File: src/rtl/fetch_miss_queue_pkg.sv
// fetch_miss_queue_pkg: shared types and defaults for the fetch-miss queue
package fetch_miss_queue_pkg;
  localparam int FMQ_ENTRIES = 4;
  localparam int FMID_WIDTH = 2;
  localparam int PA_WIDTH = 32;
  typedef enum logic [1:0] {FREE, REQ_PEND, WAIT_RESP, KILLED} fmq_state_t;
  typedef logic [FMID_WIDTH-1:0] fmid_t;
  typedef logic [127:0] fetch16B_t;
  typedef struct packed {
    fmq_state_t state;
    fmid_t fmid;
    logic [PA_WIDTH-5:0] pa16;
  } fmq_entry_t;
endpackage

File: src/rtl/fetch_miss_queue_pe_lsb.sv
// pe_lsb: lowest-set-bit priority encoder with any-set flag
module pe_lsb #(
  parameter int N = 4,
  localparam int W = $clog2(N)
) (
  input  logic [N-1:0] req,
  output logic [W-1:0] idx,
  output logic         valid
);
  always_comb begin
    idx = '0;
    for (int i = N - 1; i >= 0; i--) idx = req[i] ? W'(i) : idx;
  end
  assign valid = |req;
endmodule

File: src/rtl/fetch_miss_queue.sv
// fetch_miss_queue: tracks fetch misses, issues 64B L2 line requests and
// returns the addressed 16B chunk to the ibuffer one cycle after the response.
module fetch_miss_queue
  import fetch_miss_queue_pkg::*;
#(
  parameter int FMQ_ENTRIES = fetch_miss_queue_pkg::FMQ_ENTRIES,
  parameter int FMID_WIDTH = fetch_miss_queue_pkg::FMID_WIDTH,
  parameter int PA_WIDTH = fetch_miss_queue_pkg::PA_WIDTH,
  localparam int IDW = $clog2(FMQ_ENTRIES)
) (
  input  logic                  CLK,
  input  logic                  nRST,
  input  logic                  miss_req_valid,
  input  logic [FMID_WIDTH-1:0] miss_req_fmid,
  input  logic [PA_WIDTH-5:0]   miss_req_pa16,
  output logic                  miss_req_ready,
  output logic                  l2_req_valid,
  output logic [IDW-1:0]        l2_req_id,
  output logic [PA_WIDTH-7:0]   l2_req_line_pa,
  input  logic                  l2_req_ready,
  input  logic                  l2_resp_valid,
  input  logic [IDW-1:0]        l2_resp_id,
  input  logic [511:0]          l2_resp_data,
  output logic                  fetch_miss_return_valid,
  output logic [FMID_WIDTH-1:0] fetch_miss_return_fmid,
  output fetch16B_t             fetch_miss_return_fetch16B,
  input  logic                  restart_valid
);
  typedef struct packed {
    fmq_state_t state;
    logic [FMID_WIDTH-1:0] fmid;
    logic [PA_WIDTH-5:0] pa16;
  } entry_t;
  entry_t ent [FMQ_ENTRIES];
  entry_t ent_nxt [FMQ_ENTRIES];
  logic [FMQ_ENTRIES-1:0] free_vec, pend_vec;
  logic [IDW-1:0] alloc_idx, sel_idx, req_idx, lock_idx;
  logic alloc_any, sel_any, lock_valid, alloc_fire, req_fire;
  fmq_state_t rsp_state;
  logic [FMID_WIDTH-1:0] rsp_fmid;
  logic [1:0] rsp_chunk;
  always_comb begin
    free_vec = '0;
    pend_vec = '0;
    for (int i = 0; i < FMQ_ENTRIES; i++) begin
      free_vec[i] = ent[i].state == FREE;
      pend_vec[i] = ent[i].state == REQ_PEND;
    end
  end
  pe_lsb #(.N(FMQ_ENTRIES)) u_alloc_pe (.req(free_vec), .idx(alloc_idx), .valid(alloc_any));
  pe_lsb #(.N(FMQ_ENTRIES)) u_req_pe (.req(pend_vec), .idx(sel_idx), .valid(sel_any));
  assign miss_req_ready = alloc_any & ~restart_valid;
  assign alloc_fire = miss_req_valid & miss_req_ready;
  // a stalled request keeps its slot even if a lower entry becomes pending
  assign req_idx = lock_valid ? lock_idx : sel_idx;
  assign l2_req_valid = lock_valid | sel_any;
  assign l2_req_id = req_idx;
  assign l2_req_line_pa = ent[req_idx].pa16[PA_WIDTH-5:2];
  assign req_fire = l2_req_valid & l2_req_ready;
  assign rsp_state = ent[l2_resp_id].state;
  assign rsp_fmid = ent[l2_resp_id].fmid;
  assign rsp_chunk = ent[l2_resp_id].pa16[1:0];
  always_comb begin
    for (int i = 0; i < FMQ_ENTRIES; i++) begin
      ent_nxt[i] = ent[i];
      if (alloc_fire && alloc_idx == IDW'(i))
        ent_nxt[i] = '{state: REQ_PEND, fmid: miss_req_fmid, pa16: miss_req_pa16};
      else if (l2_resp_valid && l2_resp_id == IDW'(i) && ent[i].state inside {WAIT_RESP, KILLED})
        ent_nxt[i].state = FREE;
      else if (req_fire && req_idx == IDW'(i))
        ent_nxt[i].state = restart_valid ? KILLED : WAIT_RESP;
      else if (restart_valid)
        ent_nxt[i].state = ent[i].state == REQ_PEND ? FREE :
                           ent[i].state == WAIT_RESP ? KILLED : ent[i].state;
    end
  end
  always_ff @(posedge CLK or negedge nRST) begin
    if (!nRST) begin
      for (int i = 0; i < FMQ_ENTRIES; i++) ent[i] <= '0;
      lock_valid <= 1'b0;
      lock_idx <= '0;
      fetch_miss_return_valid <= 1'b0;
      fetch_miss_return_fmid <= '0;
      fetch_miss_return_fetch16B <= '0;
    end else begin
      for (int i = 0; i < FMQ_ENTRIES; i++) ent[i] <= ent_nxt[i];
      lock_valid <= l2_req_valid & ~l2_req_ready & ~restart_valid;
      lock_idx <= req_idx;
      fetch_miss_return_valid <= l2_resp_valid & (rsp_state == WAIT_RESP) & ~restart_valid;
      if (l2_resp_valid) begin
        fetch_miss_return_fmid <= rsp_fmid;
        fetch_miss_return_fetch16B <= l2_resp_data[{rsp_chunk, 7'b0} +: 128];
      end
    end
  end
  a_resp_live: assert property (@(posedge CLK) disable iff (!nRST)
    l2_resp_valid |-> rsp_state inside {WAIT_RESP, KILLED});
endmodule

File: config.mk
export PLATFORM = sky130hd
export DESIGN_NAME = fetch_miss_queue
export DESIGN_NICKNAME = d
export VERILOG_FILES = /design/src/rtl/fetch_miss_queue_pkg.sv /design/src/rtl/fetch_miss_queue_pe_lsb.sv /design/src/rtl/fetch_miss_queue.sv
export SDC_FILE = /design/constraint.sdc
export NUM_CORES = 1
export LEC_CHECK = 0
export CELL_PAD_IN_SITES_DETAIL_PLACEMENT = 1
export CELL_PAD_IN_SITES_GLOBAL_PLACEMENT = 1
export CORE_AREA = 2 2 279 281
export CTS_CLUSTER_SIZE = 12
export DETAILED_ROUTE_END_ITERATION = 7
export DIE_AREA = 0 0 281 283
export PLACE_DENSITY_LB_ADDON = 0.15
export SYNTH_ARGS = -nofsm -noshare
export SYNTH_HDL_FRONTEND = slang
export SYNTH_SLANG_ARGS = --single-unit
export TNS_END_PERCENT = 50
File: constraint.sdc
create_clock -name CLK -period 6.64 [get_ports CLK]
set_clock_uncertainty 0.15 [all_clocks]
set_input_delay 1.328 -clock CLK [delete_from_list [all_inputs] [get_ports CLK]]
set_output_delay 1.328 -clock CLK [all_outputs]
set_load 0.02 [all_outputs]
==> impl_metrics.yaml, run 1 <==
outcome:
  status: "finished clean"
final_layout:
  fin_nets: 2327
  fin_util_pct: 30.9
  most-common-layout-cells: "clkdlybuf4s50_1 (708), dfrtp_1 (262), mux2_2 (149)"
  final_common_cell: "clkdlybuf4s50_1"
  syn2layout_area_growth_pct: 66.0
  drive_gt1_share_pct: 20.7
floorplanning:
  ios: 711
  core-area_um2: 76700
  chipHeight_um: 283
  die_w_um: 281
  dieArea_um2: 79500
  initial_core_util_pct: 18.6
  rows: 102
global_route:
  grt_pass1_wl_mm: 112
  grt_max_degree: 147
  grt_pass1_vias: 13800
  grt.overflow.total: 0
  track_usage_pct: 19.9
  antenna_found_initial: 47
placement:
  io_buffers: 710
  hpwlAfterDp_mm: 62.9
  gp_congestion: 0.971
job:
  maxCapViolCount: 0
worst_setup_path:
  crit_start: "ent[126]"
  cp-start-kind: "register"
  crit_arrival_ns: 3.78
  r2r-start: "ent[1]"
  critPathMaxFanout: 15
  endpoint_kind: "output port"
  setup.worst_path.class: "register to output port"
  cp.required_ns: 5.16
sta:
  tightestPinTransition_ns: 1.13
  finalMaxSlewViolations: 0
  hold_viol: 0
  setup_viol: 0
  rsz0062_at_grt: "no"
  slew_headroom_pct: 24.9
  min_period_ns: 5.26
  max_freq_mhz: 190
  fin_crit_sh_pct: 79.2
  fin_tns_setup_ns: 0
synthesis:
  ys.flop_type: "dfrtp_1"
  synth_sequential_area_ratio_pct: 45.9
  synth_enable_flop_cells: 0
  synthCells: 1100
  synth-async-reset-ratio_pct: 100
  synth_nets: 1650
  syn_area_um2: 14300
  postSynthAreaPerCell_um2: 13.0
  ys_ff_latch: 262
  yosys_warnings: 0
  synthDistinctLibCells: 46
power_and_ir_drop:
  internal_power_w: 0.00669
  pwr_density_cell_nw_per_um2: 457
  leakage_nw: 9.38
  p_sw_share_pct: 38.3
  finalPower_w: 0.0108
  p_switching_w: 0.00415
  p_clk_share_pct: 20.0
  p_seq_share_pct: 26.3
  peakVddDrop_uv: 261
  power_frac_comb_pct: 53.6
clock_network:
  post_cts_buffers: 0
  numCtsBuffers: 40
  cts.clk_slew.worst_paths_ns: 0.06
  clockRootBuffer: "clkbuf_16"
  htreeDepth: 2
  ctsHoldBuffers: 0
  cts_tree: "built"
  clk_path_buf_depth: 3
  cts-resized-gates: 0
  clk_latency_ns: 0.57
  cts_num_sinks: 262
routing:
  drt_iter0_markers: 502
  vias: 12700
  drt.antenna.violating_nets: 0
  drtPass1Iterations: 4
  avgViaCountPerCell: 4.43
  post_drt_wl_per_cell_um: 28.7
  drt-total-wl_mm: 82.0
  route.detailed.drc: 0
worst_hold_path:
  worstHoldPathType: "register to register"
  hp-start: "ent[57]"
-- cell type report --
cell class	count	area, um2
inverter	6	22.5
multi-input combinational	738	7160
antenna	16	40.0
clock inverter	12	168
fill	8329	53000
clock buffer	56	1150
tap	1040	1300
sequential	262	6560
timing repair buffer	729	7330
-- kinds of logic (layout without fill, tap and decap cells) --
logic type      count (synthesis)  in the layout  synth area share (%)
simple gates                   45             45                  2.00
other cells                     0             16                     0
mux                           409            409                  36.1
compound gates                284            284                  11.8
buf+inv                       100            803                  4.29
flops                         262            262                  45.9
-- synthesized netlist by cell type (2+ instances only) --
cell,instances,area share [%]
nand4b_1,2,0.12
o31a_1,2,0.12
buf_2,31,1.1
mux2_1,2,0.16
or2_2,3,0.13
nand3b_1,2,0.11
buf_6,20,1.6
a211oi_1,2,0.11
o2111a_1,2,0.16
o21ai_0,3,0.11
dfrtp_1,262,46
mux4_2,30,4.7
clkbuf_1,22,0.58
o22ai_1,128,5.6
buf_1,8,0.21
nor3b_1,4,0.21
inv_1,6,0.16
nand2_1,7,0.18
mux2_2,149,12
a21oi_1,132,4.6
a211o_1,2,0.12
nor2b_1,3,0.13
nor3_1,5,0.18
buf_4,13,0.68
and2b_1,2,0.11
nor2_1,7,0.18
mux2_4,100,11
o311ai_0,3,0.18
mux2i_1,128,9.0
nand2b_1,3,0.13
a31o_2,2,0.12
-- path summary, 6_finish.rpt --
check	slack, ns	cells after the start	end
setup / recovery	1.38	5	l2_req_line_pa[10]
hold / removal	0.34	1	ent[57]
setup reg to reg	3.77	5	fetch_miss_return_fetch16B[94]
hold reg to reg	0.34	1	ent[57]
max in group asynchronous	4.18	2	fetch_miss_return_fetch16B[15]
min in group asynchronous	0.60	1	ent[106]
-- critical path, stage by stage, from the launching register on --
cell             delay (ns)
dfrtp_1                0.48
nor2b_1                0.52
o31a_2                 0.65
buf_4                  0.41
mux4_2                 0.56
clkdlybuf4s50_1        0.58
-- power by group through the flow --
stage / combinational, W / sequential [W] / clock [W]
floorplan: 0.00308 / 0.00322 / 0
global placement: 0.00583 / 0.00285 / 0
detailed placement: 0.00587 / 0.00289 / 0
CTS: 0.00589 / 0.00286 / 0.00226
global route: 0.00615 / 0.00297 / 0.00231
finish: 0.00581 / 0.00286 / 0.00217
-- sequential cells by signal, summed over array words and instances, names as in the netlist --
register and cells:
fetch_miss_return_fmid 2, lock_idx 2, fetch_miss_return_fetch16B 128, lock_valid 1
ent 128, fetch_miss_return_valid 1
-- layer usage --
| layer | up-vias | routed length [um] | GRT usage, % |
|---|---|---|---|
| li1 | 5599 | - | - |
| met1 | 6499 | 32700 | 23.4 |
| met2 | 420 | 41200 | 35.0 |
| met3 | 131 | 6250 | 6.20 |
| met4 | 30 | 1650 | 4.80 |
| met5 | - | 199 | 0 |
-- through the flow --
stage	hold slack [ns]	worst slack, ns	instances	cell area (um2)
2_1_floorplan	0.303	3.23	1100	14300
3_3_place_gp	0.315	1.92	2775	22400
3_5_place_dp	0.327	1.91	2775	22400
4_1_cts	0.339	1.25	2843	23700
5_1_grt	0.360	1.10	2850	23700
6_report	0.337	1.38	2859	23700
Power figures use the tool's default switching activity.
==> run 2, diff against run 1 <==
- CORE_AREA: 2 2 279 281 -> 2 2 273 275
- DIE_AREA: 0 0 281 283 -> 0 0 275 277
- clock period: 6.64 -> 4.3 ns (I/O delays scaled with it)
==> run 2 against run 1 <==
Die area down 4.2%. Sequential power up 55%. Sequential share of layout area down 0.27 points. First-iteration DRC count up 4.2%. Via count up 0.32%. Count of clock-buffer cells in the layout unchanged. Design area up 0.98%. Wire length up 0.79%. Combinational power up 60%. Clock power up 57%.
==> impl_metrics.yaml, run 2 (same netlist as run 1, synthesis figures left out) <==
global_route:
  grt_pass1_vias: 13800
  grt_pass1_wl_mm: 113
  track_usage_pct: 21.1
  antenna_found_initial: 45
  grt.overflow.total: 0
  grt_max_degree: 97
power_and_ir_drop:
  leakage_nw: 9.55
  finalPower_w: 0.0171
  peakVddDrop_uv: 641
  pwr_density_cell_nw_per_um2: 716
floorplanning:
  dieArea_um2: 76200
  initial_core_util_pct: 19.4
  core-area_um2: 73600
  rows: 100
  ios: 711
  die_w_um: 275
  chipHeight_um: 277
routing:
  vias: 12700
  avgViaCountPerCell: 4.53
  post_drt_wl_per_cell_um: 29.4
  drtPass1Iterations: 4
  drt_iter0_markers: 523
  drt.antenna.violating_nets: 0
  route.detailed.drc: 0
  drt-total-wl_mm: 82.7
placement:
  io_buffers: 710
  hpwlAfterDp_mm: 64.9
  gp_congestion: 0.971
  dp_slack_ns: 0.594
final_layout:
  drive_gt1_share_pct: 21.7
  fin_nets: 2351
  top_regs: "ent x128, fetch_miss_return_fetch16B x128"
  final_common_cell: "clkdlybuf4s50_1"
  fin_util_pct: 32.6
  most-common-layout-cells: "clkdlybuf4s50_1 (708), dfrtp_1 (262), mux2_2 (149)"
  syn2layout_area_growth_pct: 67.6
worst_setup_path:
  endpoint_kind: "output port"
  cp_slowest_cell: "clkdlybuf4s50_1"
  cp.required_ns: 3.29
  max_stage_delay_ns: 0.59
  r2r-start: "ent[1]"
  worst-r2r-cell-count: 5
  crit_chain: "and2b_1 > a21oi_1 > o31a_4 > buf_12 > mux4_2 > clkdlybuf4s50_1"
  r2r_slack_ns: 1.66
  cp-start-kind: "register"
  critPathMaxFanout: 11
  crit_arrival_ns: 3.06
  setup.worst_path.class: "register to output port"
  rr_endpoint: "fetch_miss_return_fetch16B[96]"
sta:
  tightestPinTransition_ns: 0.843
  finalMaxSlewViolations: 0
  max_freq_mhz: 246
  setup_viol: 0
  setup_ws_ns: 0.227
  fin_tns_setup_ns: 0
  slew_headroom_pct: 43.8
  hold_viol: 0
  fin_crit_sh_pct: 94.7
  rsz0062_at_grt: "no"
  min_period_ns: 4.07
clock_network:
  cts_tree: "built"
  numCtsBuffers: 38
  cts_num_sinks: 262
  cts-resized-gates: 0
  clk_path_buf_depth: 3
  clk_latency_ns: 0.56
  clockRootBuffer: "clkbuf_16"
  htreeDepth: 2
  cts.clk_slew.worst_paths_ns: 0.06
  ctsHoldBuffers: 0
  post_cts_buffers: 0
outcome:
  status: "finished clean"
worst_hold_path:
  worstHoldPathType: "input port to async pin"
job:
  maxCapViolCount: 0
==> run 2: power by group <==
group          total, W  leakage (nW)  switching (W)  internal (W)
clock network   0.00341         0.649        0.00131       0.00210
logic           0.00930          5.87        0.00450       0.00480
registers       0.00444          3.03       0.000756       0.00368
==> run 2: layout make-up <==
cell class	count	area, um2
multi-input combinational	738	7170
inverter	6	22.5
tap	969	1210
fill	7962	49600
sequential	262	6560
clock buffer	56	1110
timing repair buffer	755	7630
antenna	13	32.5
clock inverter	11	224
==> run 2: worst max-delay path, delay by kind of cell (launching register included) <==
family	cells	cell delay (ns)
AO/OA/AOI/OAI	2	0.51
multiplexers	1	0.50
buffers and inverters	2	0.77
flip-flops	1	0.47
AND/OR/NAND/NOR	1	0.24
==> run 2: through the flow <==
stage	area [um2]	instances	hold slack, ns
after global routing	23900	2805	0.240
after CTS	23900	2797	0.239
final	24000	2810	0.206
after global placement	22600	2730	0.320
after floorplan	14300	1100	0.303
after detailed placement	22600	2730	0.324
==> run 2: worst max path at each step <==
stage	start	cells past startpoint	slack, ns	end
floorplan	ent[126]	4	1.36	l2_req_line_pa[17]
global placement	ent[31]	6	0.57	l2_req_line_pa[16]
detailed placement	l2_resp_id[0]	5	0.59	fetch_miss_return_fetch16B[100]
CTS	ent[31]	6	0.003	l2_req_line_pa[16]
global route	ent[31]	6	0.08	l2_req_line_pa[16]
finish	ent[31]	6	0.23	l2_req_line_pa[12]
==> run 2: layer usage <==
layer / global-route usage (%) / wire length, um / share of wire [%] / up-vias
met5: 0 / 194 / 0.23 / -
met2: 37.8 / 42400 / 51 / 423
li1: - / - / - / 5654
met3: 6.03 / 5970 / 7.2 / 125
met4: 4.93 / 1730 / 2.1 / 30
met1: 24.5 / 32400 / 39 / 6488
